==> config.mk <==
export PLATFORM = sky130hd
export DESIGN_NAME = pc_sequencer
export DESIGN_NICKNAME = d
export VERILOG_FILES = /design/src/rtl/pc_sequencer.sv
export SDC_FILE = /design/constraint.sdc
export NUM_CORES = 1
export LEC_CHECK = 0
export BUFFER_PORTS_ARGS = -buffer_cell sky130_fd_sc_hd__clkbuf_2
export CELL_PAD_IN_SITES_DETAIL_PLACEMENT = 0
export CELL_PAD_IN_SITES_GLOBAL_PLACEMENT = 1
export CORE_MARGIN = 8
export CORE_UTILIZATION = 37
export CTS_BUF_LIST = sky130_fd_sc_hd__clkbuf_4 sky130_fd_sc_hd__clkbuf_8
export CTS_CLUSTER_SIZE = 8
export DETAILED_ROUTE_END_ITERATION = 10
export GPL_TIMING_DRIVEN = 0
export PLACE_DENSITY_LB_ADDON = 0.1
export SLEW_MARGIN = 25
export SYNTH_ARGS = -nofsm -noshare
export SYNTH_HDL_FRONTEND = slang
export SYNTH_SLANG_ARGS = --single-unit
==> constraint.sdc <==
create_clock -name clock -period 3.33 [get_ports clock]
set_input_delay 0.666 -clock clock [delete_from_list [all_inputs] [get_ports clock]]
set_output_delay 0.666 -clock clock [all_outputs]
set_load 0.01 [all_outputs]
==> src/rtl/pc_sequencer.sv <==
// Multi-cycle fetch/execute controller for the PC datapath: fetches from ROM,
// decodes LEGv8 branches, resolves conditions on latched NZCV, counts retirements.
module pc_sequencer #(
   parameter int unsigned FETCH_WAIT = 1,
   parameter int unsigned CNT_WIDTH  = 32
) (
   input  logic                 clock,
   input  logic                 reset,
   input  logic [31:0]          instr,
   input  logic                 stall,
   input  logic [3:0]           flags_in,
   input  logic                 set_flags,
   input  logic                 reg_zero,
   input  logic [63:0]          reg_value,
   output logic [1:0]           PS,
   output logic [63:0]          target,
   output logic                 instr_valid,
   output logic                 link_write,
   output logic                 halted,
   output logic [CNT_WIDTH-1:0] retired_count,
   output logic [CNT_WIDTH-1:0] taken_count
);

   localparam int unsigned       WAIT_W    = 4;
   localparam logic [WAIT_W-1:0] WAIT_LAST = WAIT_W'(FETCH_WAIT - 1);

   localparam logic [1:0] PS_HOLD = 2'b00;
   localparam logic [1:0] PS_INC  = 2'b01;
   localparam logic [1:0] PS_LOAD = 2'b10;
   localparam logic [1:0] PS_REL  = 2'b11;

   typedef enum logic [1:0] {ST_INIT, ST_FETCH, ST_EXEC, ST_HALT} state_t;
   typedef enum logic [2:0] {OP_OTHER, OP_B, OP_BL, OP_CBZ, OP_CBNZ,
                             OP_BCOND, OP_BR, OP_HLT} op_t;

   state_t                state_q, state_d;
   logic [WAIT_W-1:0]     wait_q, wait_d;
   logic [31:0]           ir_q, ir_d;
   logic [3:0]            flags_q, flags_d;
   logic [CNT_WIDTH-1:0]  retired_q, retired_d;
   logic [CNT_WIDTH-1:0]  taken_q, taken_d;

   op_t         op;
   logic [63:0] imm26_tgt;
   logic [63:0] imm19_tgt;
   logic [1:0]  exec_ps;
   logic [63:0] exec_target;
   logic        exec_taken;
   logic        exec_link;
   logic        exec_halt;

   // Condition evaluation on {N,Z,C,V}; odd codes invert the even base test except AL.
   function automatic logic cond_pass(input logic [3:0] cond, input logic [3:0] nzcv);
      logic n, z, c, v, res;
      n = nzcv[3];
      z = nzcv[2];
      c = nzcv[1];
      v = nzcv[0];
      case (cond[3:1])
         3'd0:    res = z;
         3'd1:    res = c;
         3'd2:    res = n;
         3'd3:    res = v;
         3'd4:    res = c & ~z;
         3'd5:    res = (n == v);
         3'd6:    res = ~z & (n == v);
         default: res = 1'b1;
      endcase
      return (cond[0] && (cond != 4'hF)) ? ~res : res;
   endfunction

   // Opcode classification of the latched instruction.
   always_comb begin
      op = OP_OTHER;
      if (ir_q[31:26] == 6'b000101)
         op = OP_B;
      else if (ir_q[31:26] == 6'b100101)
         op = OP_BL;
      else if (ir_q[31:24] == 8'hB4)
         op = OP_CBZ;
      else if (ir_q[31:24] == 8'hB5)
         op = OP_CBNZ;
      else if (ir_q[31:24] == 8'h54)
         op = OP_BCOND;
      else if (ir_q[31:21] == 11'b11010110000)
         op = OP_BR;
      else if (ir_q[31:21] == 11'b11010100010)
         op = OP_HLT;
   end

   // The datapath adds the offset to PC+4, so one word is taken off the immediate.
   assign imm26_tgt = {{38{ir_q[25]}}, ir_q[25:0]} - 64'd1;
   assign imm19_tgt = {{45{ir_q[23]}}, ir_q[23:5]} - 64'd1;

   // Execute-cycle PC control for the decoded instruction.
   always_comb begin
      exec_ps     = PS_INC;
      exec_target = '0;
      exec_taken  = 1'b0;
      exec_link   = 1'b0;
      exec_halt   = 1'b0;
      case (op)
         OP_B, OP_BL: begin
            exec_ps     = PS_REL;
            exec_target = imm26_tgt;
            exec_taken  = 1'b1;
            exec_link   = (op == OP_BL);
         end
         OP_CBZ, OP_CBNZ, OP_BCOND: begin
            exec_target = imm19_tgt;
            if (op == OP_CBZ)
               exec_taken = reg_zero;
            else if (op == OP_CBNZ)
               exec_taken = ~reg_zero;
            else
               exec_taken = cond_pass(ir_q[3:0], flags_q);
            exec_ps = exec_taken ? PS_REL : PS_INC;
         end
         OP_BR: begin
            exec_ps     = PS_LOAD;
            exec_target = reg_value;
            exec_taken  = 1'b1;
         end
         OP_HLT: begin
            exec_ps   = PS_HOLD;
            exec_halt = 1'b1;
         end
         default: begin
            exec_ps     = PS_INC;
            exec_target = '0;
         end
      endcase
   end

   // Next-state and output logic.
   always_comb begin
      state_d     = state_q;
      wait_d      = wait_q;
      ir_d        = ir_q;
      flags_d     = flags_q;
      retired_d   = retired_q;
      taken_d     = taken_q;
      PS          = PS_HOLD;
      target      = '0;
      instr_valid = 1'b0;
      link_write  = 1'b0;
      halted      = 1'b0;

      case (state_q)
         ST_INIT: begin
            PS      = PS_LOAD;
            target  = '0;
            wait_d  = '0;
            state_d = ST_FETCH;
         end
         ST_FETCH: begin
            if (!stall) begin
               if (wait_q == WAIT_LAST) begin
                  ir_d    = instr;
                  wait_d  = '0;
                  state_d = ST_EXEC;
               end else begin
                  wait_d = wait_q + WAIT_W'(1);
               end
            end
         end
         ST_EXEC: begin
            target = exec_target;
            if (!stall) begin
               PS          = exec_ps;
               instr_valid = 1'b1;
               link_write  = exec_link;
               retired_d   = retired_q + CNT_WIDTH'(1);
               if (exec_taken)
                  taken_d = taken_q + CNT_WIDTH'(1);
               if (set_flags)
                  flags_d = flags_in;
               state_d = exec_halt ? ST_HALT : ST_FETCH;
            end
         end
         ST_HALT: begin
            halted = 1'b1;
         end
         default: begin
            state_d = ST_INIT;
         end
      endcase
   end

   // State register with synchronous reset.
   always_ff @(posedge clock) begin
      if (reset) begin
         state_q   <= ST_INIT;
         wait_q    <= '0;
         ir_q      <= '0;
         flags_q   <= '0;
         retired_q <= '0;
         taken_q   <= '0;
      end else begin
         state_q   <= state_d;
         wait_q    <= wait_d;
         ir_q      <= ir_d;
         flags_q   <= flags_d;
         retired_q <= retired_d;
         taken_q   <= taken_d;
      end
   end

   assign retired_count = retired_q;
   assign taken_count   = taken_q;

endmodule

# ---- Yosys cells after proc, flatten, opt, wreduce, memory -nomap -nowiden
# Index checks and enable logic that the tools add are counted.
dict set report word_totals {
  out_inout_bits 133
  ff_bits 106
  in_bits 105
  elab_cells 97
}
dict set report classes {
  bitwise 6
  addsub 5
  reduce_logical 15
  eq_ne 28
  muxes 37
}
# operator n
set ops {}
lappend ops {{$pmux 64 s3} 1}
lappend ops {{$add 32x1->32 const B} 2}
lappend ops {{$mux 64} 1}
lappend ops {{$sub 26x2->27 const B} 1}
lappend ops {{$eq 11x11->1 const B} 2}
lappend ops {{$eq 3x3->1 const B} 7}
lappend ops {{$mux 3} 7}
lappend ops {{$sub 19x2->20 const B} 1}
lappend ops {{$eq 8x8->1 const B} 2}
lappend ops {{$mux 1} 14}
lappend ops {{$eq 3x2->1 const B} 4}
lappend ops {{$mux 2} 6}
lappend ops {{$reduce_and 3->1} 3}
lappend ops {{$eq 8x7->1 const B} 1}
lappend ops {{$mux 4} 2}
lappend ops {{$pmux 2 s4} 1}
lappend ops {{$pmux 4 s2} 1}
lappend ops {{$pmux 1 s7} 1}
lappend ops {{$eq 3x1->1 const B} 2}
lappend ops {{$eq 6x3->1 const B} 1}
lappend ops {{$eq 6x6->1 const B} 1}
lappend ops {{$ne 2x2->1 const B} 3}
lappend ops {{$pmux 2 s3} 1}
lappend ops {{$reduce_or 3->1} 2}
lappend ops {{other kinds (18)} 24}

# ---- Depth between registers and ports, before layout
dict set report logic_depth {
  word_depth 21
  depth_mapped 11
  ltp_nobuf 9
}

# ---- Least setup slack after synthesis
# No wires, ideal clock.
dict set report synth_timing {
  path_kind {flip-flop to output port}
  from {register ir_q[1]}
  to {output target[43]}
  path_slack_ns 0.279
  path_buffers 3
  t_required_ns 2.664
  arrival_ns 2.385
  stages_incl_launch_ff 12
  path_cell_list {dfxtp_1 > buf_2 > inv_1 > ha_1 > or4b_2 > nor3_2 > nand2_1 > o21bai_1 > a21oi_2 > buf_6 > buf_6 > a21oi_2}
}
dict set report synth_via {
  elab_chain_cells 3
}
# item line_no
set synth_rtl {}
lappend synth_rtl {{start, declared} 38} ;# logic [31:0] ir_q, ir_d;
lappend synth_rtl {{start signal, assigned} 202} ;# ir_q <= ir_d;
lappend synth_rtl {{$sub 26x2->27} 92} ;# assign imm26_tgt = {{38{ir_q[25]}}, ir_q[25:0]} - 64'd1;
lappend synth_rtl {{$pmux 64 s3} 102} ;# case (op)
lappend synth_rtl {{$mux 64} 149} ;# case (state_q)
lappend synth_rtl {{end, declared} 16} ;# output logic [63:0] target,
# Every way passes these cells.

# ---- Worst setup path after layout
dict set report layout_timing {
  from {register ir_q[16]}
  to {output target[54]}
}
dict set report layout_via {
  elab_chain_cells 3
  word_cells_on_any_way 4
  classes_between {add/sub: 2; mux: 2}
}
# item line_no
set layout_rtl {}
lappend layout_rtl {{$sub 26x2->27 or $sub 19x2->20 (tied branches)} {92, 93}}
lappend layout_rtl {{$pmux 64 s3 (*)} 102}
lappend layout_rtl {{$mux 64 (*)} 149}
# Mark *: on every way between the ends. The rest lies on a longest branch, timed or not.

==> impl_metrics.env <==
export IMPL_period_minus_ws_final_ns=3.35
export IMPL_worst_hold_path_type="reg -> reg"
export IMPL_num_io_pins=238
export IMPL_layout_commonest_cell="sky130_fd_sc_hd__clkbuf_2"
export IMPL_grt_most_used_layer="met2"
export IMPL_routed_wire_length_per_instance_um=17.0
export IMPL_cellInternalPower_uw=2420
export IMPL_synth_seq_area_share=0.306
export IMPL_synth_edf_count=0
export IMPL_grt_use_met3=0.0527
export IMPL_report_final_hold_viol_count=0
export IMPL_detail_route_wirelength_mm=24.5
export IMPL_grt_antenna_before_repair=3
export IMPL_clock_latency_ns=0.38
export IMPL_crit_path_end_kind="primary output"
export IMPL_max_cap_viol_count=0
export IMPL_grt_use_total=0.200
export IMPL_ctsRootBufferMaster="sky130_fd_sc_hd__clkbuf_8"
export IMPL_worst_path_cell_with_the_longest_stage_delay="sky130_fd_sc_hd__or4_4"
export IMPL_fp_dieH_um=153
export IMPL_use_met1=0.239
export IMPL_power_share_switching=0.383
export IMPL_grt_first_pass_wirelength_mm=38.6
export IMPL_worstSetupStartpointType="flip-flop"
export IMPL_grt_setup_unrepaired="yes"
export IMPL_clk_pin_slew_worst_paths_ns=0.10
export IMPL_synthesis_area_um2=6940
export IMPL_tightest_slew_ns=0.890
export IMPL_maximum_resistive_drop_on_vdd_mv=0.204
export IMPL_setup_slack_ns=-0.0170
export IMPL_grt_start_max_net_pins=19
export IMPL_critical_path_max_stage_delay_ns=0.55
export IMPL_criticalPathCategory="reg -> out"
export IMPL_p_clk_frac=0.199
export IMPL_report_final_slew_viol_count=0
export IMPL_leakage_power_total_uw=0.00381
export IMPL_final_min_period_over_clock_period=1.01
export IMPL_detail_route_first_pass_iterations=5
export IMPL_outcome="finished, violations left"
export IMPL_drc=0
export IMPL_power_density_nw_per_um2=424
export IMPL_port_bufs=236
export IMPL_rows=50
export IMPL_max_slew_margin_rel=0.398
export IMPL_power_share_sequential=0.368
export IMPL_initial_utilization=0.373
export IMPL_gp_congestion=0.876
export IMPL_insertedDiodeCount=0
export IMPL_htree_levels=3
export IMPL_sum_of_negative_setup_slack_ns=-0.0380
export IMPL_asyncSetResetFlopFracSynth=0
export IMPL_gr_total_overflow=0
export IMPL_post_dp_hpwl_mm=18.9
export IMPL_crit_fanout=7
export IMPL_via_count=7487
export IMPL_core_region_area_um2=18600
export IMPL_finClkSkew_ns=0.0176
export IMPL_syn_area_per_cell_um2=7.39
export IMPL_cts_hold_buffers=0
export IMPL_first_iter_violations=302
export IMPL_post_drt_via_cell_ratio=5.20
export IMPL_clock_sinks=106
export IMPL_max_freq_mhz=299
export IMPL_layout_common_cells="sky130_fd_sc_hd__clkbuf_2 (222), sky130_fd_sc_hd__nand2_1 (165), sky130_fd_sc_hd__a21oi_1 (104)"
export IMPL_violations="negative setup slack"
export IMPL_die_x_um=153
export IMPL_use_met2=0.342
export IMPL_synth_distinct_cells=61
export IMPL_synthToLayoutAreaGrowth_pct=33.6
export IMPL_yosys_register_bits=106
export IMPL_post_route_cells_drive_above_1_share=0.364
export IMPL_tritoncts="yes"
export IMPL_yosys_warnings=0
export IMPL_design_die_area_um2=23400
export IMPL_critical_path_cell_by_cell="or4_4, nor4_4, nor4b_4, o21a_4, a21oi_4, buf_8, buf_12, a21oi_4, buf_6"
export IMPL_part_of_the_power_in_combinational_logic=0.433
export IMPL_reported_net_switching_power_uw=1500
export IMPL_grt_pass1_vias=7291
export IMPL_synthesis_nets=1056
export IMPL_synth_cells=939
export IMPL_antenna_violating_nets_post_route=0
export IMPL_cts_path_max_buffers=2
export IMPL_finish_net_count=1317
export IMPL_cts_made_buffers=9
export IMPL_finalSetupViolations=3
export IMPL_finalCoreUtilization=0.499
export IMPL_endpoint_arrival_time_on_the_critical_path_ns=2.68
export IMPL_dominantRegCellSynth="sky130_fd_sc_hd__dfxtp_1"
export IMPL_crit_required_ns=2.66
export IMPL_critical_path_top_cell_by_count="sky130_fd_sc_hd__a21oi_4"
sequential cells by signal (all words and copies together) (netlist names):
| signal | cells |
|---|---|
| ir_q | 32 |
| retired_count | 32 |
| taken_count | 32 |
| flags_q | 4 |
| wait_q | 4 |
| state_q | 2 |
layer usage:
metal	vias up	wire length (um)
li1	3761	-
met1	3436	10800
met2	247	11500
met3	37	1520
met4	6	588
met5	-	35
path summary, 6_finish.rpt:
check / startpoint / endpoint / slack (ns) / cells past startpoint
max: ir_q[16] / target[54] / -0.02 / 9
min: ir_q[28] / ir_q[28] / 0.48 / 2
max reg2reg: state_q[0] / retired_count[31] / 0.51 / 8
min reg2reg: ir_q[28] / ir_q[28] / 0.48 / 2
cell type report:
class                           count  area [um^2]
Fill cell                        1950         9310
Multi-Input combinational cell    742         4780
Sequential cell                   106         2150
Timing Repair Buffer              269         1500
Buffer                             56          295
Tap cell                          234          293
Clock buffer                       10          138
Inverter                           16         62.6
Clock inverter                      6         48.8
power by group through the flow:
stage	clock network (uW)	registers (uW)	logic (uW)
after global routing	866	1460	1850
after CTS	812	1420	1530
final	782	1440	1700
after global placement	0	1400	1370
after floorplan	0	1390	1040
after detailed placement	0	1410	1370
repair_timing:
item | CTS | global route
resized for setup | 65 | 97
cloned | 1 | 0
pin swaps | 14 | 18
setup endpoints to repair | 67 | 65
setup buffers | 23 | 9
through the flow:
stage | worst slack, ns | cell area (um^2) | hold WS, ns | total power, uW | cells
2_1_floorplan | 0.279 | 6940 | 0.441 | 2440 | 939
3_3_place_gp | -0.457 | 8410 | 0.458 | 2780 | 1409
3_5_place_dp | -0.542 | 8410 | 0.463 | 2780 | 1409
4_1_cts | -0.0965 | 8950 | 0.476 | 3770 | 1434
5_1_grt | -0.0948 | 9270 | 0.480 | 4170 | 1439
6_report | -0.0170 | 9270 | 0.475 | 3930 | 1439
Yosys cell counts (all sizes together), types with 4 or more instances:
master	number	area (um^2)
nor3	21	120
clkbuf	60	226
a221oi	7	61.3
nand3	41	205
a21boi	5	37.5
or3	9	56.3
ha	12	150
nor2b	32	200
dfxtp	106	2120
xnor2	21	184
and3	19	119
or2	5	31.3
xor2	43	377
and4	7	61.3
nand2	165	619
mux2	30	338
nor4	11	83.8
o21ai	10	50.0
nor4b	4	50.1
nand2b	5	31.3
or4	4	37.5
nor2	88	330
buf	15	98.8
nand4	18	113
a22oi	19	143
a21oi	134	749
inv	16	60.1
logic make-up (layout without fill, tap and decap cells):
logic type                 after synthesis  count (layout)  share of synthesized area
muxes                                   32              32                     0.0534
adders and majority gates               12              12                     0.0216
xor gates and xnor gates                64              64                     0.0808
DFF                                    106             106                      0.306
buffers and inverters                   91             357                     0.0555
AOI/OAI and AO/OA                      194             194                      0.173
and+or+nand+nor                        440             440                      0.310
critical path, delay by kind of cell (launching register included):
family / cells / cell delay (ns)
AO/OA/AOI/OAI: 3 / 0.40
AND/OR/NAND/NOR: 3 / 1.09
buffers and inverters: 3 / 0.43
flip-flops: 1 / 0.37
Power figures use the tool's default switching activity.
